**src/rtl/imem_loader.sv**
```systemverilog
// Instruction-memory loader: parses a length-prefixed byte stream, assembles
// little-endian 32-bit words, writes them to instruction memory and verifies
// an XOR checksum before releasing the processor from reset.
module imem_loader #(
    parameter int ADDR_W = 8
) (
    input  logic              clk,
    input  logic              rst,
    input  logic              load_start,
    input  logic              byte_valid,
    input  logic [7:0]        byte_data,
    output logic              byte_ready,
    output logic              imem_we,
    output logic [ADDR_W-1:0] imem_addr,
    output logic [31:0]       imem_wdata,
    output logic              cpu_rst,
    output logic              done,
    output logic              error,
    output logic [ADDR_W:0]   word_count
);

    localparam logic [2:0] S_IDLE  = 3'd0;
    localparam logic [2:0] S_LEN   = 3'd1;
    localparam logic [2:0] S_DATA  = 3'd2;
    localparam logic [2:0] S_WRITE = 3'd3;
    localparam logic [2:0] S_CHK   = 3'd4;
    localparam logic [2:0] S_DONE  = 3'd5;
    localparam logic [2:0] S_ERR   = 3'd6;

    localparam logic [ADDR_W-1:0] ADDR_ONE = {{(ADDR_W-1){1'b0}}, 1'b1};
    localparam logic [ADDR_W-1:0] ADDR_MAX = {ADDR_W{1'b1}};
    localparam logic [ADDR_W:0]   WC_ONE   = {{ADDR_W{1'b0}}, 1'b1};
    // Largest legal word count: the full memory capacity.
    localparam logic [16:0]       LEN_MAX  = 17'd1 << ADDR_W;

    logic [2:0]        state_q, state_d;
    logic [1:0]        idx_q, idx_d;
    logic [15:0]       len_q, len_d;
    logic [31:0]       word_q, word_d;
    logic [ADDR_W-1:0] addr_q, addr_d;
    logic [ADDR_W:0]   wc_q, wc_d;
    logic [7:0]        chk_q, chk_d;

    logic              accept_s;
    logic [15:0]       len_new_s;
    logic [ADDR_W:0]   wc_inc_s;

    // Outputs are pure decodes of registered state, so reset reaches them at once.
    assign byte_ready = (state_q == S_LEN) || (state_q == S_DATA) || (state_q == S_CHK);
    assign imem_we    = (state_q == S_WRITE);
    assign imem_addr  = addr_q;
    assign imem_wdata = word_q;
    assign cpu_rst    = (state_q != S_DONE);
    assign done       = (state_q == S_DONE);
    assign error      = (state_q == S_ERR);
    assign word_count = wc_q;

    assign accept_s  = byte_valid && byte_ready;
    assign len_new_s = {byte_data, len_q[7:0]};
    assign wc_inc_s  = wc_q + WC_ONE;

    // Next-state and datapath decisions for the load sequence.
    always_comb begin
        state_d = state_q;
        idx_d   = idx_q;
        len_d   = len_q;
        word_d  = word_q;
        addr_d  = addr_q;
        wc_d    = wc_q;
        chk_d   = chk_q;
        if (load_start) begin
            // A start pulse always (re)begins a load; a partial word is dropped.
            state_d = S_LEN;
            idx_d   = 2'd0;
            wc_d    = {(ADDR_W+1){1'b0}};
            addr_d  = {ADDR_W{1'b0}};
            chk_d   = 8'h00;
        end else begin
            case (state_q)
                S_LEN: begin
                    if (accept_s) begin
                        if (idx_q == 2'd0) begin
                            len_d[7:0] = byte_data;
                            idx_d      = 2'd1;
                        end else begin
                            len_d[15:8] = byte_data;
                            idx_d       = 2'd0;
                            if ({1'b0, len_new_s} > LEN_MAX) begin
                                state_d = S_ERR;
                            end else if (len_new_s == 16'd0) begin
                                state_d = S_CHK;
                            end else begin
                                state_d = S_DATA;
                            end
                        end
                    end else begin
                        state_d = S_LEN;
                    end
                end
                S_DATA: begin
                    if (accept_s) begin
                        word_d[{idx_q, 3'b000} +: 8] = byte_data;
                        chk_d = chk_q ^ byte_data;
                        idx_d = idx_q + 2'd1;
                        if (idx_q == 2'd3) begin
                            state_d = S_WRITE;
                        end else begin
                            state_d = S_DATA;
                        end
                    end else begin
                        state_d = S_DATA;
                    end
                end
                S_WRITE: begin
                    wc_d = wc_inc_s;
                    // Saturate so a full-capacity load never wraps back to word 0.
                    if (addr_q != ADDR_MAX) begin
                        addr_d = addr_q + ADDR_ONE;
                    end else begin
                        addr_d = addr_q;
                    end
                    if (17'(wc_inc_s) == {1'b0, len_q}) begin
                        state_d = S_CHK;
                    end else begin
                        state_d = S_DATA;
                    end
                end
                S_CHK: begin
                    if (accept_s) begin
                        if (byte_data == chk_q) begin
                            state_d = S_DONE;
                        end else begin
                            state_d = S_ERR;
                        end
                    end else begin
                        state_d = S_CHK;
                    end
                end
                S_IDLE, S_DONE, S_ERR: begin
                    state_d = state_q;
                end
                default: begin
                    state_d = S_IDLE;
                end
            endcase
        end
    end

    // State and datapath registers with asynchronous reset.
    always_ff @(posedge clk or posedge rst) begin
        if (rst) begin
            state_q <= S_IDLE;
            idx_q   <= 2'd0;
            len_q   <= 16'd0;
            word_q  <= 32'd0;
            addr_q  <= {ADDR_W{1'b0}};
            wc_q    <= {(ADDR_W+1){1'b0}};
            chk_q   <= 8'h00;
        end else begin
            state_q <= state_d;
            idx_q   <= idx_d;
            len_q   <= len_d;
            word_q  <= word_d;
            addr_q  <= addr_d;
            wc_q    <= wc_d;
            chk_q   <= chk_d;
        end
    end

endmodule

```
**config.mk**
```make
export PLATFORM = sky130hd
export DESIGN_NAME = imem_loader
export DESIGN_NICKNAME = d
export VERILOG_FILES = /design/src/rtl/imem_loader.sv
export SDC_FILE = /design/constraint.sdc
export NUM_CORES = 1
export LEC_CHECK = 0
export ABC_AREA = 1
export CORE_MARGIN = 2
export CORE_UTILIZATION = 30
export CTS_BUF_LIST = sky130_fd_sc_hd__clkbuf_4 sky130_fd_sc_hd__clkbuf_8
export DETAILED_ROUTE_END_ITERATION = 16
export PLACE_DENSITY_LB_ADDON = 0.2
export SYNTH_ARGS = -nofsm -noshare
export SYNTH_HDL_FRONTEND = slang
export SYNTH_SLANG_ARGS = --single-unit
```
**constraint.sdc**
```tcl
create_clock -name clk -period 3.1 [get_ports clk]
set_input_delay 0.62 -clock clk [delete_from_list [all_inputs] [get_ports clk]]
set_output_delay 0.62 -clock clk [all_outputs]
set_load 0.005 [all_outputs]
```
==> qor.txt, run 1 <==
Distinct cells, synth = 33
Final Setup Violations = 0
Reg2Reg Depth = 6
Core area = 13240 um2
Total gr overflow = 0
RR Startpoint = idx_q[0]$_DFFE_PP0P_
Post-synth top cells = 134 x nand2_1, 78 x dfrtp_1, 60 x inv_1
Drt first pass iters = 4
Power share of the clock group = 24.6%
Max-Cap Viols = 0
Final slew viol count = 0
Synthesis Warnings = 0
P_int = 0.001993 W
Design Area, Final = 5127 um2
DPL Wire Length = 7742 um
Fillers = 1419
Hold Buf Count CTS = 0
Area grow syn2layout = 25.59%
Hold Path End = len_q[11]$_DFFE_PP0P_
Synthesized area per cell = 7.958 um2
Drt initial violations = 197
Fin nets = 603
Std-Cell Rows = 42
Worst-case clock skew = 0.01149 ns
Fin Setup TNS = 0 ns
Mapped Area = 4083 um2
Die area = 14560 um2
First-pass GRT wire length = 17530 um
Syn Inst Count = 513
Vias in the first global route = 3529
Post_cts resized = 0
Clk sink count = 78
Placed inst area = 4935 um2
Slew headroom = 39.32%
Residual DRC = 0
WP data arrival = 1.98 ns
Initial Util = 30.83%
Switching Power = 0.001130 W
Flop pwr share = 43.5%
ANT cells = 0
Post-synth top area share = 47.81%
Combinational power share = 31.9%
Leakage = 2.439 nW
Register Area = 1952 um2
Hold Path Class = reg2reg
FF+latch count, synth = 78
Final wirelength = 10460 um
CTS tree = yes
Clk_lat worst skew = 0.36 ns
Wirelength per Cell = 13.69 um
Switching part of the total = 36.18%
PortBufs = 65
Crit end category = output port
RSZ-0062 raised after global routing = no
Most common cell in the netlist = nand2_1
Die Span Y = 120.7 um
Hold Crit Start = len_q[11]$_DFFE_PP0P_
Startpoint class of the critical path = flop
Clock transition at the registers of the reported paths = 0.08 ns
WS Path Type = reg2out
Fmax = 0.3849 GHz
Status = finished clean
R2r setup slk = 0.63 ns
Clock buffer depth = 2
FF-to-FF End = imem_wdata[23]$_DFFE_PP0P_
Critical path required time = 2.48 ns
Final period util = 83.81%
Largest cells by area after synthesis = dfrtp_1 48%, nand2_1 12%, o21ai_0 6.0%
Largest net degree at the start of global routing = 33
H-tree levels = 3
Via Count = 3579
Initial antenna violation count = 0
Worst-path fanout max = 7
Hold path cells = 2
Die Wd = 120.7 um
CTS Buf Count = 9
Antenna Violating Nets Remaining = 0
Final RePlAce weighted congestion = 0.8219
Main synth FF type = dfrtp_1
PwrDens = 609.1 nW/um2
VDD IR max = 0.3278 mV
Mapped Nets = 532
Post-synthesis sequential area ratio = 47.81%
Number of setup buffers added after CTS = 0
Post-layout min period = 2.598 ns
Tot GR Track Use = 15.12%
Hold Fails Final Rpt = 0
Area of the multi-input gates = 1827 um2
Avg Vias per Cell = 4.685
Post-synth ARST share = 100.0%
Area leader, netlist = dfrtp_1
Worst-margin pin slew = 0.9032 ns
Post-synth EDFFs = 0
Top Ports = 66
Root buffer cell = clkbuf_8
Share of cells above drive strength 1 = 7.823%
-- final cells by class --
class | count | share of cell area [%]
sequential | 78 | 38.07
tap | 176 | 4.295
multi-input combinational | 361 | 35.63
inverter | 66 | 4.880
clock inverter | 4 | 0.9273
clock buffer | 11 | 2.831
timing repair buffer | 68 | 13.37
-- registers in the layout, summed over array words and instances, names as in the netlist --
signal	count
len_q	16
idx_q	2
chk_q	8
imem_wdata	32
word_count	9
state_q	3
imem_addr	8
-- logic make-up (layout without fill, tap and decap cells) --
group | count (synthesis) | count (layout) | share of synthesized area, %
xor+xnor | 9 | 9 | 1.931
simple gates | 258 | 258 | 29.18
buf+inv | 74 | 149 | 7.447
flops | 78 | 78 | 47.81
fa+ha+maj | 7 | 7 | 2.145
compound gates | 87 | 87 | 11.49
-- power groups by stage --
stage | Clock [W] | Sequential, W | Combinational, W
6_report | 0.000769 | 0.00136 | 0.000996
3_5_place_dp | 0 | 0.00137 | 0.00100
2_1_floorplan | 0 | 0.00133 | 0.000650
3_3_place_gp | 0 | 0.00137 | 0.000999
4_1_cts | 0.000802 | 0.00136 | 0.00101
5_1_grt | 0.000836 | 0.00139 | 0.00114
-- metal layers --
layer  part of all wire [%]  global-route usage [%]
met1                     49                   21.36
met2                     44                   22.92
met3                    5.3                   3.868
met4                    1.3                   4.215
met5                      0                       0
-- worst max path at each step --
stage	start	end	slack [ns]	depth (start not counted)
floorplan	rst	chk_q[0]$_DFFE_PP0P_	0.48	1
global placement	idx_q[0]$_DFFE_PP0P_	imem_wdata[23]$_DFFE_PP0P_	0.71	6
detailed placement	idx_q[0]$_DFFE_PP0P_	imem_wdata[23]$_DFFE_PP0P_	0.72	6
CTS	state_q[0]$_DFFE_PP0P_	byte_ready	0.49	4
global route	state_q[0]$_DFFE_PP0P_	byte_ready	0.34	4
finish	state_q[1]$_DFFE_PP0P_	byte_ready	0.50	4
-- per-stage QoR --
| step | util, % | power, W | cells | worst slack (ns) | hold slack, ns |
|---|---|---|---|---|---|
| global route | 38.72 | 0.003367 | 764 | 0.3362 | 0.5247 |
| detailed placement | 37.26 | 0.002374 | 749 | 0.7163 | 0.4755 |
| floorplan | - | 0.001977 | 513 | 0.4850 | 0.4530 |
| global placement | 37.26 | 0.002370 | 749 | 0.7119 | 0.4666 |
| CTS | 38.72 | 0.003165 | 764 | 0.4885 | 0.4957 |
| finish | 38.72 | 0.003123 | 764 | 0.5019 | 0.4913 |
-- layout by cell type, fill, tap and decap left out, types with 2 or more instances in the layout --
cell type          n
ha_1               7
nor3_1             8
inv_2              5
o22ai_1            7
o21ai_0           49
clkinv_2           2
nor2_1            42
nor2_8             3
nor3_2             2
nand2_1          134
o31ai_1            2
dfrtp_1           78
nand4_1           10
nor2_2             3
clkdlybuf4s50_1   65
inv_1             59
a21oi_1           15
xnor2_1            8
o21ai_1            8
nand2_2            5
nand3_1           45
buf_4              2
a21oi_2            3
clkbuf_8          10
nand3_2            3
-- worst max-delay path, stage by stage (launching register included) --
cell and delay (ns):
dfrtp_1 0.46, nor3_1 0.36, inv_1 0.11, nand3_1 0.16, clkdlybuf4s50_1 0.53
No activity file was read; power rests on OpenSTA's default activity.
==> run 2, diff against run 1 <==
==> constraint.sdc (replaced) <==
create_clock -name clk -period 2.2 [get_ports clk]
set_input_delay 0.44 -clock clk [delete_from_list [all_inputs] [get_ports clk]]
set_output_delay 0.44 -clock clk [all_outputs]
set_load 0.005 [all_outputs]
==> qor.txt, run 2 (synthesized netlist as in run 1, its figures left out) <==
Final slew viol count = 0 (unchanged)
Clk sink count = 78 (unchanged)
Die area = 14560 um2 (unchanged)
Clock buffer depth = 2 (unchanged)
Slew headroom = 65.61% (+26 points)
Std-Cell Rows = 42 (unchanged)
Die Wd = 120.7 um (unchanged)
Critical path required time = 1.76 ns (-0.72 ns)
Max-Cap Viols = 0 (unchanged)
Root buffer cell = clkbuf_8
CTS Buf Count = 9 (unchanged)
Crit end category = output port
Clk_lat worst skew = 0.36 ns (about the same)
Final period util = 96.32%
Worst-path fanout max = 6 (-1)
First-pass GRT wire length = 17840 um (+1.8%)
PwrDens = 878.0 nW/um2 (+44%)
Delay-heaviest family, CP = buffers and inverters
DPL Wire Length = 7755 um (+0.16%)
Leakage = 2.531 nW (+3.8%)
Drt first pass iters = 5 (+1)
Fin nets = 616 (+2.2%)
PortBufs = 65 (unchanged)
Hold_ws = 0.4901 ns (-0.001269 ns)
Largest stage delay on the critical path = 0.51 ns (-0.02 ns)
CP bufs+invs = 3 (+1)
Drt initial violations = 220 (+12%)
Initial Util = 30.83% (unchanged)
Status = finished clean
Fillers = 1365 (-3.8%)
Share of cells above drive strength 1 = 11.15% (+3.3 points)
Register Area = 1954 um2 (+0.13%)
ANT cells = 0 (unchanged)
Fmax = 0.4719 GHz
Residual DRC = 0 (unchanged)
Clock transition at the registers of the reported paths = 0.09 ns (about the same)
RSZ-0062 raised after global routing = no
Wirelength per Cell = 13.77 um (+0.55%)
Die Span Y = 120.7 um (unchanged)
Top Ports = 66 (unchanged)
WP data arrival = 1.68 ns (-0.30 ns)
Area of the multi-input gates = 1859 um2 (+1.8%)
Area grow syn2layout = 29.73%
Commonest cells after routing, fill and taps aside = 134 x nand2_1, 76 x dfrtp_1, 63 x clkdlybuf4s50_1, 57 x inv_1, 49 x o21ai_0
Final RePlAce weighted congestion = 0.8595 (+4.6%)
Initial antenna violation count = 0 (unchanged)
WS Path Type = reg2out
Fin Setup TNS = 0 ns (unchanged)
Largest net degree at the start of global routing = 79 (+140%)
Core area = 13240 um2 (unchanged)
Crit-path slowest cell = clkdlybuf4s50_1
Most common cell after layout, fill and taps aside = nand2_1
Antenna Violating Nets Remaining = 0 (unchanged)
Avg Vias per Cell = 4.772 (+1.9%)
Worst-case clock skew = 0.01066 ns (-0.0008338 ns)
Vias in the first global route = 3627 (+2.8%)
Critical path, cell by cell = buf_4, nand3_2, inv_2, clkdlybuf4s50_1
CTS tree = yes
Total gr overflow = 0 (unchanged)
Final Util = 39.99% (+1.3 points)
Tot GR Track Use = 15.46% (+0.34 points)
H-tree levels = 3 (unchanged)
Via Count = 3708 (+3.6%)
Worst-margin pin slew = 0.5131 ns (-0.3901 ns)
Startpoint class of the critical path = flop
Hold Fails Final Rpt = 0 (unchanged)
Max reg flops = 32 (unchanged)
VDD IR max = 0.6036 mV (+84%)
Post-layout min period = 2.119 ns
Hold Buf Count CTS = 0 (unchanged)
Final Setup Violations = 0 (unchanged)
Final wirelength = 10700 um (+2.3%)
Hold Path Class = reg2reg
[run 2: changes by cell type in the layout (fill, tap and decap cells not counted), moves of 2 or more]
cell,delta
buf_4,+13
clkdlybuf4s50_1,-2
dfrtp_1,-2
dfrtp_2,+2
inv_1,-2
nor3_1,-3
nor3_4,+2
[run 2: timing repair]
item / 4_1_cts / 5_1_grt
resized for setup: 11 / 2
endpoints found under the setup margin: 5 / 3
pin swaps: 0 / 1
setup buffers: 2 / 1
[run 2: routing by layer]
layer | routed length (um) | part of all wire [%] | track usage, % | up-vias
li1 | - | - | - | 1832
met1 | 5162 | 48 | 21.85 | 1758
met2 | 4672 | 44 | 22.56 | 107
met3 | 747 | 7.0 | 5.566 | 11
met4 | 116 | 1.1 | 3.561 | 0
met5 | 0 | 0 | 0 | -
[run 2: worst register-to-register path: cells and delay by family (launching register included)]
family                   cells  cell delay, ns
adder cells (fa/ha/maj)      1            0.34
AO/OA/AOI/OAI                1            0.17
AND/OR/NAND/NOR              2            0.56
buffers and inverters        2            0.36
flip-flops                   1            0.41
[run 2: power by group]
part	internal, W	total (W)	switching [W]
combinational	0.000610	0.00151	0.000904
sequential	0.00169	0.00189	0.000209
clock	0.000692	0.00124	0.000551
[run 2: layout make-up]
class                      instances  share of cell area, %
clock inverter                     4                  1.323
sequential                        78                  36.90
clock buffer                      11                  2.858
tap                              176                  4.158
timing repair buffer              81                  14.81
multi-input combinational        361                  35.11
inverter                          66                  4.843
[run 2: path summary, 6_finish.rpt]
| kind | startpoint | endpoint | slack [ns] | depth (start not counted) |
|---|---|---|---|---|
| setup / recovery | state_q[0]$_DFFE_PP0P_ | imem_we | 0.08 | 4 |
| hold / removal | len_q[14]$_DFFE_PP0P_ | len_q[14]$_DFFE_PP0P_ | 0.49 | 2 |
| setup reg to reg | idx_q[1]$_DFFE_PP0P_ | imem_wdata[7]$_DFFE_PP0P_ | 0.28 | 6 |
| hold reg to reg | len_q[14]$_DFFE_PP0P_ | len_q[14]$_DFFE_PP0P_ | 0.49 | 2 |
| max in group asynchronous | rst | state_q[1]$_DFFE_PP0P_ | 1.32 | 3 |
| min in group asynchronous | rst | imem_wdata[7]$_DFFE_PP0P_ | 0.53 | 3 |
[run 2: per-stage QoR]
stage,std cells,total power (W),setup WS [ns],instance area [um2]
final,777,0.004650,0.08103,5296
after detailed placement,759,0.003387,0.1585,5014
after global routing,777,0.004999,0.01179,5296
after global placement,759,0.003368,0.1831,5014
after floorplan,513,0.002786,0.09348,4086
after CTS,776,0.004705,0.01613,5284
==> run 3, diff against run 2 <==
--- a/config.mk
+++ b/config.mk
@@ -11,6 +11,8 @@
 export CTS_BUF_LIST = sky130_fd_sc_hd__clkbuf_4 sky130_fd_sc_hd__clkbuf_8
 export DETAILED_ROUTE_END_ITERATION = 16
 export PLACE_DENSITY_LB_ADDON = 0.2
+export RECOVER_POWER = 50
+export SLEW_MARGIN = 20
 export SYNTH_ARGS = -nofsm -noshare
 export SYNTH_HDL_FRONTEND = slang
 export SYNTH_SLANG_ARGS = --single-unit
==> constraint.sdc (replaced) <==
create_clock -name clk -period 2.2 [get_ports clk]
set_input_delay 0.33 -clock clk [delete_from_list [all_inputs] [get_ports clk]]
set_output_delay 0.33 -clock clk [all_outputs]
set_load 0.005 [all_outputs]
==> qor.txt, run 3 (synthesized netlist as in run 1, its figures left out) <==
Status = finished clean
Max-Cap Viols = 0 (unchanged)
Worst-case clock skew = 0.006930 ns (-0.003730 ns)
RSZ-0062 raised after global routing = no
Residual DRC = 0 (unchanged)
Most common cell after layout, fill and taps aside = nand2_1
Total power = 0.004384 W (-5.7%)
Crit-path slowest cell = clkdlybuf4s50_1
CTS tree = yes
GRT met1 Usage = 22.08% (+0.23 points)
Drt first pass iters = 4 (-1)
Critical path required time = 1.87 ns (+0.11 ns)
GR Util met3 = 5.236% (-0.33 points)
WP data arrival = 1.76 ns (+0.08 ns)
Final wirelength = 10760 um (+0.57%)
Die area = 14560 um2 (unchanged)
Register Area = 1954 um2 (unchanged)
Final Util = 39.21% (-0.78 points)
Crit end category = output port
Avg Vias per Cell = 4.677 (-2.0%)
Top Ports = 66 (unchanged)
Root buffer cell = clkbuf_8
CTS Buf Count = 9 (unchanged)
Clk_lat worst skew = 0.37 ns (about the same)
Total gr overflow = 0 (unchanged)
Leakage = 2.525 nW (-0.24%)
GRT met2 Usage = 23.16% (+0.60 points)
Largest net degree at the start of global routing = 65 (-18%)
Wirelength per Cell = 13.90 um (+0.96%)
Hold Fails Final Rpt = 0 (unchanged)
Final period util = 94.95% (-1.4 points)
DPL Wire Length = 7831 um (+0.99%)
Clk sink count = 78 (unchanged)
Slew headroom = 39.02% (-27 points)
Fmax = 0.4787 GHz (+1.4%)
Clock buffer depth = 2 (unchanged)
H-tree levels = 3 (unchanged)
Initial Util = 30.83% (unchanged)
Antenna Violating Nets Remaining = 0 (unchanged)
Startpoint class of the critical path = flop
PwrDens = 844.4 nW/um2 (-3.8%)
Critical path, cell by cell = inv_2, nand3_1, inv_2, clkdlybuf4s50_1
Fin Setup TNS = 0 ns (unchanged)
WS Path Type = reg2out
Hold Path Class = in2async
Drt initial violations = 277 (+26%)
Post-layout min period = 2.089 ns (-0.03006 ns)
Fillers = 1377 (+0.88%)
Core area = 13240 um2 (unchanged)
Vias in the first global route = 3593 (-0.94%)
Share of cells above drive strength 1 = 10.37% (-0.78 points)
Final RePlAce weighted congestion = 0.8428 (-1.9%)
PortBufs = 65 (unchanged)
Die Span Y = 120.7 um (unchanged)
Worst-path fanout max = 6 (unchanged)
Worst-margin pin slew = 0.9146 ns (+0.4016 ns)
Final Setup Violations = 0 (unchanged)
Area grow syn2layout = 27.18%
Std-Cell Rows = 42 (unchanged)
Largest stage delay on the critical path = 0.51 ns (about the same)
First-pass GRT wire length = 18080 um (+1.4%)
Tot GR Track Use = 15.73% (+0.26 points)
Die Wd = 120.7 um (unchanged)
GRT Max-Usage Layer = met2
Final slew viol count = 0 (unchanged)
Fin nets = 612 (-0.65%)
ANT cells = 0 (unchanged)
Area of the multi-input gates = 1848 um2 (-0.61%)
Via Count = 3620 (-2.4%)
Commonest cells after routing, fill and taps aside = 134 x nand2_1, 76 x dfrtp_1, 58 x inv_1, 49 x o21ai_0, 49 x clkdlybuf4s50_1
Max reg flops = 32 (unchanged)
Most frequent CP cell = inv_2
VDD IR max = 0.3969 mV (-34%)
Initial antenna violation count = 0 (unchanged)
Clock transition at the registers of the reported paths = 0.08 ns (about the same)
[run 3: cell count changes in the layout (fill, tap and decap cells not counted), sizes merged, moves of 2 or more]
cell	before	now
clkdlybuf4s50	63	49
dlygate4sd3	0	15
buf	16	11
bufinv	2	0
clkbuf	11	13
[run 3: repair_timing]
action / in CTS / in global routing
setup endpoints to repair: 2 / 5
gates resized for setup: 4 / 5
pin swaps: 0 / 1
hold buffers: 0 / 0
setup buffers: 0 / 1
[run 3: power breakdown]
group / switching (W) / internal (W)
combinational: 0.000906 / 0.000602
sequential: 0.000200 / 0.00169
clock: 0.000530 / 0.000460
[run 3: worst paths after layout]
path / from / end / slack (ns) / cells past startpoint
setup / recovery: state_q[2]$_DFFE_PP0P_ / imem_we / 0.11 / 4
hold / removal: rst / imem_wdata[6]$_DFFE_PP0P_ / 0.47 / 2
setup reg to reg: idx_q[1]$_DFFE_PP0P_ / imem_wdata[1]$_DFFE_PP0P_ / 0.28 / 6
hold reg to reg: len_q[14]$_DFFE_PP0P_ / len_q[14]$_DFFE_PP0P_ / 0.49 / 2
max in group asynchronous: rst / state_q[1]$_DFFE_PP0P_ / 0.32 / 3
min in group clk: len_q[14]$_DFFE_PP0P_ / len_q[14]$_DFFE_PP0P_ / 0.49 / 2
[run 3: stage by stage]
step                setup slack (ns)  std cells  cell area, um2  hold WS [ns]
floorplan                    0.09348        513            4086        0.4279
global placement              0.2455        757            4999        0.4699
detailed placement            0.1750        757            4999        0.4751
CTS                         -0.02131        773            5187        0.2814
global route               0.0006266        774            5192        0.5056
finish                        0.1111        774            5192        0.4669
[run 3: critical path: cells and delay by family (launching register included)]
family,cells,cell delay (ns)
flops,1,0.42
simple gates,1,0.18
buf+inv,3,0.79
[run 3: routing by layer]
layer  wire, um  vias to the layer above  part of all wire (%)
li1           -                     1830                     -
met1       5371                     1703                    50
met2       4753                       83                    44
met3        552                        4                   5.1
met4         82                        0                  0.76
met5          0                        -                     0
[run 3: area by class of cell]
| type | instances | share of cell area [%] |
|---|---|---|
| Inverter | 66 | 4.843 |
| Sequential cell | 78 | 37.64 |
| Tap cell | 176 | 4.241 |
| Clock inverter | 4 | 0.4337 |
| Multi-Input combinational cell | 361 | 35.59 |
| Clock buffer | 12 | 2.940 |
| Timing Repair Buffer | 77 | 14.31 |
